### config.mk
export PLATFORM = sky130hd
export DESIGN_NAME = rs_intake_queue
export DESIGN_NICKNAME = d
export VERILOG_FILES = /design/src/rtl/rs_intake_queue.sv
export SDC_FILE = /design/constraint.sdc
export NUM_CORES = 1
export LEC_CHECK = 0
export CORE_MARGIN = 8
export CORE_UTILIZATION = 50
export DETAILED_ROUTE_END_ITERATION = 6
export PLACE_DENSITY = 0.71
export SLEW_MARGIN = 20
export SYNTH_ARGS = -nofsm -noshare
export SYNTH_HDL_FRONTEND = slang
export SYNTH_SLANG_ARGS = --single-unit
### constraint.sdc
create_clock -name clk -period 4.71 [get_ports clk]
set_input_delay 0.471 -clock clk [delete_from_list [all_inputs] [get_ports clk]]
set_output_delay 0.471 -clock clk [all_outputs]
set_load 0.02 [all_outputs]
### src/rtl/rs_intake_queue.sv
// Reservation-station intake queue: filters a two-wide dispatch bundle by station id,
// buffers matching uops in program order and issues them one per cycle (show-ahead).
module rs_intake_queue #(
  parameter int unsigned DEPTH      = 8,
  parameter logic [3:0]  STATION_ID = 4'd1,
  parameter int unsigned UOP_W      = 32
) (
  input  logic                         clk,
  input  logic                         reset,
  input  logic                         flush,
  input  logic                         in_valid0,
  input  logic [3:0]                   in_station0,
  input  logic [UOP_W-1:0]             in_uop0,
  input  logic                         in_valid1,
  input  logic [3:0]                   in_station1,
  input  logic [UOP_W-1:0]             in_uop1,
  output logic                         stall,
  output logic                         issue_valid,
  output logic [UOP_W-1:0]             issue_uop,
  input  logic                         issue_ready,
  output logic [$clog2(DEPTH+1)-1:0]   count,
  output logic [31:0]                  accept_total
);

  localparam int unsigned PW = $clog2(DEPTH);
  localparam int unsigned CW = $clog2(DEPTH+1);

  logic [UOP_W-1:0] mem [DEPTH];
  logic [PW-1:0]    head;
  logic [PW-1:0]    tail;
  logic [PW-1:0]    tail_p1;
  logic             match0;
  logic             match1;
  logic             wr_en;
  logic             wr0;
  logic             wr1;
  logic             pop;
  logic [1:0]       n_wr;
  logic [CW-1:0]    count_next;

  // Write/pop decisions; stall is a pure function of registered state.
  always_comb begin
    match0     = in_valid0 && (in_station0 == STATION_ID) && (in_station0 != 4'd0);
    match1     = in_valid1 && (in_station1 == STATION_ID) && (in_station1 != 4'd0);
    wr_en      = !stall && !flush && !reset;
    wr0        = wr_en && match0;
    wr1        = wr_en && match1;
    n_wr       = 2'(wr0) + 2'(wr1);
    pop        = issue_valid && issue_ready && !flush;
    tail_p1    = tail + PW'(1);
    count_next = count + CW'(n_wr) - CW'(pop);
  end

  assign issue_uop = mem[head];

  // Control state; stall and issue_valid are registered from the next occupancy.
  always_ff @(posedge clk) begin
    if (reset) begin
      head         <= '0;
      tail         <= '0;
      count        <= '0;
      stall        <= 1'b0;
      issue_valid  <= 1'b0;
      accept_total <= '0;
    end else if (flush) begin
      head        <= '0;
      tail        <= '0;
      count       <= '0;
      stall       <= 1'b0;
      issue_valid <= 1'b0;
    end else begin
      head         <= head + PW'(pop);
      tail         <= tail + PW'(n_wr);
      count        <= count_next;
      stall        <= count_next > CW'(DEPTH - 2);
      issue_valid  <= count_next != '0;
      accept_total <= accept_total + 32'(n_wr);
    end
  end

  // Storage: slot 0 lands at tail, slot 1 right behind it (or at tail if slot 0 dropped).
  always_ff @(posedge clk) begin
    if (wr0) mem[tail] <= in_uop0;
    if (wr1) mem[wr0 ? tail_p1 : tail] <= in_uop1;
  end

endmodule

==> flow_summary.ini, run 1 <==
[clocking]
post_cts.repair.setup_buffers = 0
cts-root-buf = clkbuf_16
ctsHoldBuffers = 0
tritoncts = yes
tritoncts_num_sinks = 300
cts-buffers-inserted = 35
cts-htree-levels = 2
clock_network_latency_to_the_later_pin_of_the_worst_skew_pair_ps = 500
cts_max_path_buffers = 3
cts_resized = 0
reg_clk_slew_reported_paths_ps = 50

[timing]
totalNegativeSetupSlack_ps = 0
final_min_period_over_clock_period_pct = 83.6
timing_max_transition_violations_final = 0
final.setup_skew_ps = 15.2
layout_min_cycle_time_ps = 3940
transition_time_of_the_tightest_slew_check_pin_ps = 1060
max_slew_margin_pct = 29.3
rsz0062_at_grt = no
hold_ws_ps = 522
setup_viol_count_final = 0
timing.fmax_mhz = 254
final.setup.worst_slack_ps = 770
timing_hold_violations_final = 0

[global_routing]
initial_antenna_violation_count = 4
grt_util_met3_pct = 4.12
grt_start_max_net_pins = 66
globalRouteMet2Util_pct = 32.4
first_global_vias = 9524
global_route.peak_usage_layer = met2
grt_usage_pct = 20.0
grt_pass1_wl_microns = 56400
grt_use_met1_pct = 27.2
grt.overflow.total = 0

[worst_setup_path]
critical_path.most_common_cell = inv_1
end_kind = register
worstReg2RegStart = stall$_SDFF_PP0_
crit_start = flush
crit_path_start_kind = input port
cp_data_arrival_time_ps = 4300
cp_num_buf_inv = 5
worstPathRequired_ps = 5070
timing.critical_path.slowest_stage_cell = or4b_2
critical-path-top-delay-family = simple AND/OR/NAND/NOR gates
crit_path_cell_trace = clkdlybuf4s50_1 > nor3_1 > nand4_1 > inv_1 > ha_1 > inv_1 > ha_1 > inv_1 > ha_1 > inv_1 > fa_1 > xnor2_1 > and2_1 > or4b_2
critPathMaxFanout = 5
worst_path_largest_cell_delay_ps = 650
critPathKind = in -> reg

[layout]
mostFrequentLayoutCell = mux2_2
nFillCells = 2215
final_nets = 1206
finish.instance_area_sq_um = 18300
drive_above_1_share_pct = 39.0
layout.cells.most_common_list = mux2_2, edfxtp_1, clkdlybuf4s50_1, mux4_2, dfxtp_1
multi_input_area_sq_um = 6390
area.sequential_sq_um = 8580
layout-area-overhead-vs-synth_pct = 20.9

[synthesis]
synth_warnings = 0
synthDistinctLibCells = 51
synth_top_family_by_area = multiplexers
post_synth_mux_area_share_pct = 31.4
synth_seq_cells = 300
postSynth.asyncResetShare_pct = 0
synthesized_area_fraction_occupied_by_and_or_nand_nor_cells_pct = 4.65
synthXorXnorAreaFrac_pct = 1.79
yosysSeqAreaShare_pct = 56.6
synthTopCellsByArea = edfxtp_1, mux2_2, mux4_2
synth_compound_area_share_pct = 2.22
synth_enable_flop_cells = 256
synth_largest_type_area_fraction_pct = 50.8
post_synth_inst_count = 963
ys_dominant_reg_cell = edfxtp_1
post_synth.cell_area_avg_sq_um = 15.7
netlist_area_sq_um = 15100
netlist.top_cell.by_area = edfxtp_1
syn-num-nets = 1055
synth_adder_area_share_pct = 1.21

[floorplanning]
ios = 148
fp.dieArea_sq_um = 36100
core_area_sq_um = 29700
floorplan.initialDensity_pct = 50.9
placementRows = 63
fp.dieH_microns = 190
chipWidth_microns = 190

[place]
numPortBuffers = 147
gp_routability_congestion = 0.834
postPlaceCellArea_sq_um = 17200
dp_hpwl_microns = 21900
place_worst_setup_slack_ps = 346

[route]
drt-total-wl_microns = 36400
route.detailed.vias_per_inst = 5.93
post_drt_antenna_nets = 0
routedWlPerCell_microns = 23.9
drc_errors = 0
drt_iter0_drc = 560
route.vias.total = 9040
drt_pre_antenna_iters = 5

[worst_hold_path]
hold_path.class = reg -> reg
hold_start = accept_total[27]$_SDFFE_PP0N_

[power_and_ir_drop]
power_density_nw_per_um2 = 313
ir_worst_vdd_uv = 196
power_leakage_nw = 5.87
power.total_mw = 5.74

[run_status]
outcome = completed

[run]
cap_viol_max_count = 0
-- final timing paths --
kind | slack (ps) | cells after the start | end
setup / recovery | 770 | 14 | issue_valid$_SDFF_PP0_
hold / removal | 520 | 2 | accept_total[27]$_SDFFE_PP0N_
setup reg to reg | 880 | 13 | issue_valid$_SDFF_PP0_
hold reg to reg | 520 | 2 | accept_total[27]$_SDFFE_PP0N_
-- report_power, final --
| group | internal [mW] | switching (mW) | total, mW |
|---|---|---|---|
| Combinational | 0.151 | 0.113 | 0.264 |
| Sequential | 2.88 | 0.00115 | 2.88 |
| Clock | 1.58 | 1.02 | 2.59 |
-- metal layers --
metal | routed length [microns] | part of all wire (%) | vias up
met5 | 23 | 0.063 | -
met4 | 652 | 1.8 | 4
met3 | 2050 | 5.6 | 55
met2 | 17400 | 48 | 248
met1 | 16300 | 45 | 4628
li1 | - | - | 4105
-- final cells by class --
type | instances | area share, %
multi-input combinational | 591 | 34.9
timing repair buffer | 170 | 9.32
tap | 390 | 2.67
antenna | 2 | 0.0273
clock buffer | 46 | 5.43
inverter | 16 | 0.328
clock inverter | 10 | 0.492
sequential | 300 | 46.8
-- metrics by stage --
step,cells,util [%]
after global routing,1524,61.6
after floorplan,963,-
after detailed placement,1467,57.9
final,1525,61.6
after global placement,1467,57.9
after CTS,1523,61.6
-- Yosys cell counts, types with 3 or more instances --
cell type / n
a2111oi_0: 4
a211oi_1: 5
a21o_1: 3
a21oi_1: 13
and2_1: 8
and4_1: 3
buf_2: 30
buf_4: 3
clkbuf_1: 21
dfxtp_1: 44
edfxtp_1: 256
ha_1: 13
inv_1: 16
mux2_2: 288
mux2i_1: 5
mux4_2: 64
nand2_1: 24
nand2b_1: 3
nand3_1: 14
nand4_1: 10
nor2_1: 38
nor2b_1: 5
nor3_1: 7
nor4_1: 3
o21ai_0: 12
o22ai_1: 3
or3_1: 8
xnor2_1: 21
xor2_1: 10
-- flip-flops by register name (all words and copies together) (netlist names) --
name          flops
issue_valid       1
accept_total     32
count             4
tail              3
mem             256
stall             1
head              3
-- cell families (layout without fill, tap and decap cells) --
group                      after synthesis  count (layout)
buffers and inverters                   72             242
and+or+nand+nor                        136             136
DFF                                    300             300
muxes                                  359             359
AOI/OAI and AO/OA                       51              51
other                                    0               2
adders and majority gates               14              14
xor gates and xnor gates                31              31
-- worst reg2reg max path: stages, from the launching register on --
cell,delay [ps]
dfxtp_1,340
nor3_1,450
nand4_1,410
inv_1,280
ha_1,310
inv_1,70
ha_1,220
inv_1,60
ha_1,150
inv_1,60
fa_1,380
xnor2_1,150
and2_1,160
or4b_2,650
(Power assumes the default switching activity.)
==> run 2: changes to the inputs <==
Clock period 4.71 ns to 3.72 ns, I/O delays scaled along.
==> flow_summary.ini, run 2 (synthesis gave the netlist of run 1 again) <==
[timing]
final.setup_skew_ps = 9.87
transition_time_of_the_tightest_slew_check_pin_ps = 992
timing_max_transition_violations_final = 0
timing_hold_violations_final = 0
final.setup.worst_slack_ps = 422
timing.fmax_mhz = 303
max_slew_margin_pct = 33.9
setup_viol_count_final = 0
layout_min_cycle_time_ps = 3300
rsz0062_at_grt = no
hold_ws_ps = 512
final_min_period_over_clock_period_pct = 88.6

[clocking]
ctsHoldBuffers = 0
tritoncts = yes
cts_resized = 0
cts-root-buf = clkbuf_16
cts-buffers-inserted = 34
post_cts.repair.setup_buffers = 0
cts_max_path_buffers = 3
cts-htree-levels = 2
reg_clk_slew_reported_paths_ps = 60
tritoncts_num_sinks = 300
clock_network_latency_to_the_later_pin_of_the_worst_skew_pair_ps = 510

[worst_setup_path]
critPathMaxFanout = 25
setup.reg_to_reg.worst_slack_ps = 460
timing.critical_path.slowest_stage_cell = dfxtp_4
crit_path_cell_trace = buf_4 > mux4_2 > mux2_2 > clkdlybuf4s50_1
cp_num_buf_inv = 2
critPathKind = reg -> out
critical_path_depth = 4
worstRegToRegCells = 13
worstReg2RegStart = stall$_SDFF_PP0_
worstPathRequired_ps = 3350
critical-path-top-delay-family = buffers and inverters
crit_start = head[0]$_SDFF_PP0_
worst_path_largest_cell_delay_ps = 700
endpoint = issue_uop[25]
reg2reg_to = issue_valid$_SDFF_PP0_
crit_path_start_kind = register
cp_data_arrival_time_ps = 2930
end_kind = output port

[power_and_ir_drop]
power_leakage_nw = 5.97
ir_worst_vdd_uv = 230
power_density_nw_per_um2 = 378

[route]
drt-total-wl_microns = 37400
drc_errors = 0
drt_pre_antenna_iters = 5
route.vias.total = 9121
drt_iter0_drc = 561
routedWlPerCell_microns = 24.0
route.detailed.vias_per_inst = 5.86
post_drt_antenna_nets = 0

[worst_hold_path]
hold_path.class = reg -> reg

[layout]
drive_above_1_share_pct = 40.6
flip_flop_count_of_the_largest_register_after_layout = 256
final_nets = 1234
finish.instance_area_sq_um = 18400
layout-area-overhead-vs-synth_pct = 21.8
largest-register = mem
mostFrequentLayoutCell = mux2_2
regs_by_ff_count = mem: 256 flops, accept_total: 32 flops, count: 4 flops
layout.cells.most_common_list = mux2_2, edfxtp_1, clkdlybuf4s50_1, mux4_2, buf_4

[run]
cap_viol_max_count = 0

[floorplanning]
fp.dieH_microns = 190
ios = 148
chipWidth_microns = 190
floorplan.initialDensity_pct = 50.9
placementRows = 63
fp.dieArea_sq_um = 36100
core_area_sq_um = 29700

[place]
dp_hpwl_microns = 22700
gp_routability_congestion = 0.822
numPortBuffers = 147
postPlaceCellArea_sq_um = 17500
place_worst_setup_slack_ps = -25.4

[global_routing]
global_route.peak_usage_layer = met2
grt.overflow.total = 0
grt_start_max_net_pins = 55
grt_use_met1_pct = 27.6
grt_pass1_wl_microns = 57700
initial_antenna_violation_count = 5
grt_util_met3_pct = 4.27
first_global_vias = 9603
grt_usage_pct = 20.6
globalRouteMet2Util_pct = 34.1

[run_status]
outcome = completed
## run 2: cell count changes in the layout (fill, tap and decap cells not counted), sizes merged
cell    delta
inv        +2
diode      +2
clkinv     +2
clkbuf     -1
buf       +29
bufinv     -2
## run 2: how the worst min path moves through the flow
| stage | start | to | slack [ps] | cells past startpoint |
|---|---|---|---|---|
| global placement | accept_total[25]$_SDFFE_PP0N_ | accept_total[25]$_SDFFE_PP0N_ | 490 | 2 |
| finish | accept_total[21]$_SDFFE_PP0N_ | accept_total[21]$_SDFFE_PP0N_ | 510 | 2 |
| floorplan | head[1]$_SDFF_PP0_ | head[1]$_SDFF_PP0_ | 550 | 2 |
| global route | accept_total[2]$_SDFFE_PP0N_ | accept_total[2]$_SDFFE_PP0N_ | 550 | 2 |
| CTS | accept_total[21]$_SDFFE_PP0N_ | accept_total[21]$_SDFFE_PP0N_ | 520 | 2 |
| detailed placement | accept_total[21]$_SDFFE_PP0N_ | accept_total[21]$_SDFFE_PP0N_ | 510 | 2 |
## run 2: power breakdown
part | switching, mW | internal (mW) | leakage, nW
registers | 0.00153 | 3.65 | 2.66
clock network | 1.27 | 1.72 | 0.482
logic | 0.143 | 0.193 | 2.84
## run 2: metal layers
layer,vias to the layer above,routed length [microns]
met1,4636,16300
met5,-,24
met3,56,2230
met4,4,607
li1,4184,-
met2,241,18300
## run 2: final cells by class
type / instances / area (sq um)
timing repair buffer: 199 / 1950
fill: 2242 / 11300
sequential: 300 / 8570
multi-input combinational: 591 / 6390
antenna: 4 / 10.0
inverter: 16 / 60.1
clock inverter: 12 / 60.1
clock buffer: 45 / 913
tap: 390 / 488
## run 2: metrics by stage
step | cells | TNS (ps) | utilization [%] | total power, mW
after global routing | 1556 | 0 | 62.1 | 7.19
after CTS | 1553 | 0 | 62.0 | 7.04
final | 1557 | 0 | 62.1 | 6.98
after global placement | 1496 | 0 | 58.8 | 4.04
after detailed placement | 1496 | -25.4 | 58.8 | 4.05
after floorplan | 963 | 0 | - | 3.87
## run 2: worst reg2reg max path, stage by stage (launching register included)
cell	delay, ps
dfxtp_1	340
nor3_1	270
nand4_1	200
inv_1	110
ha_1	240
inv_1	60
ha_1	210
inv_1	60
ha_1	160
inv_1	60
fa_1	380
xnor2_1	160
and2_1	180
or4b_2	670
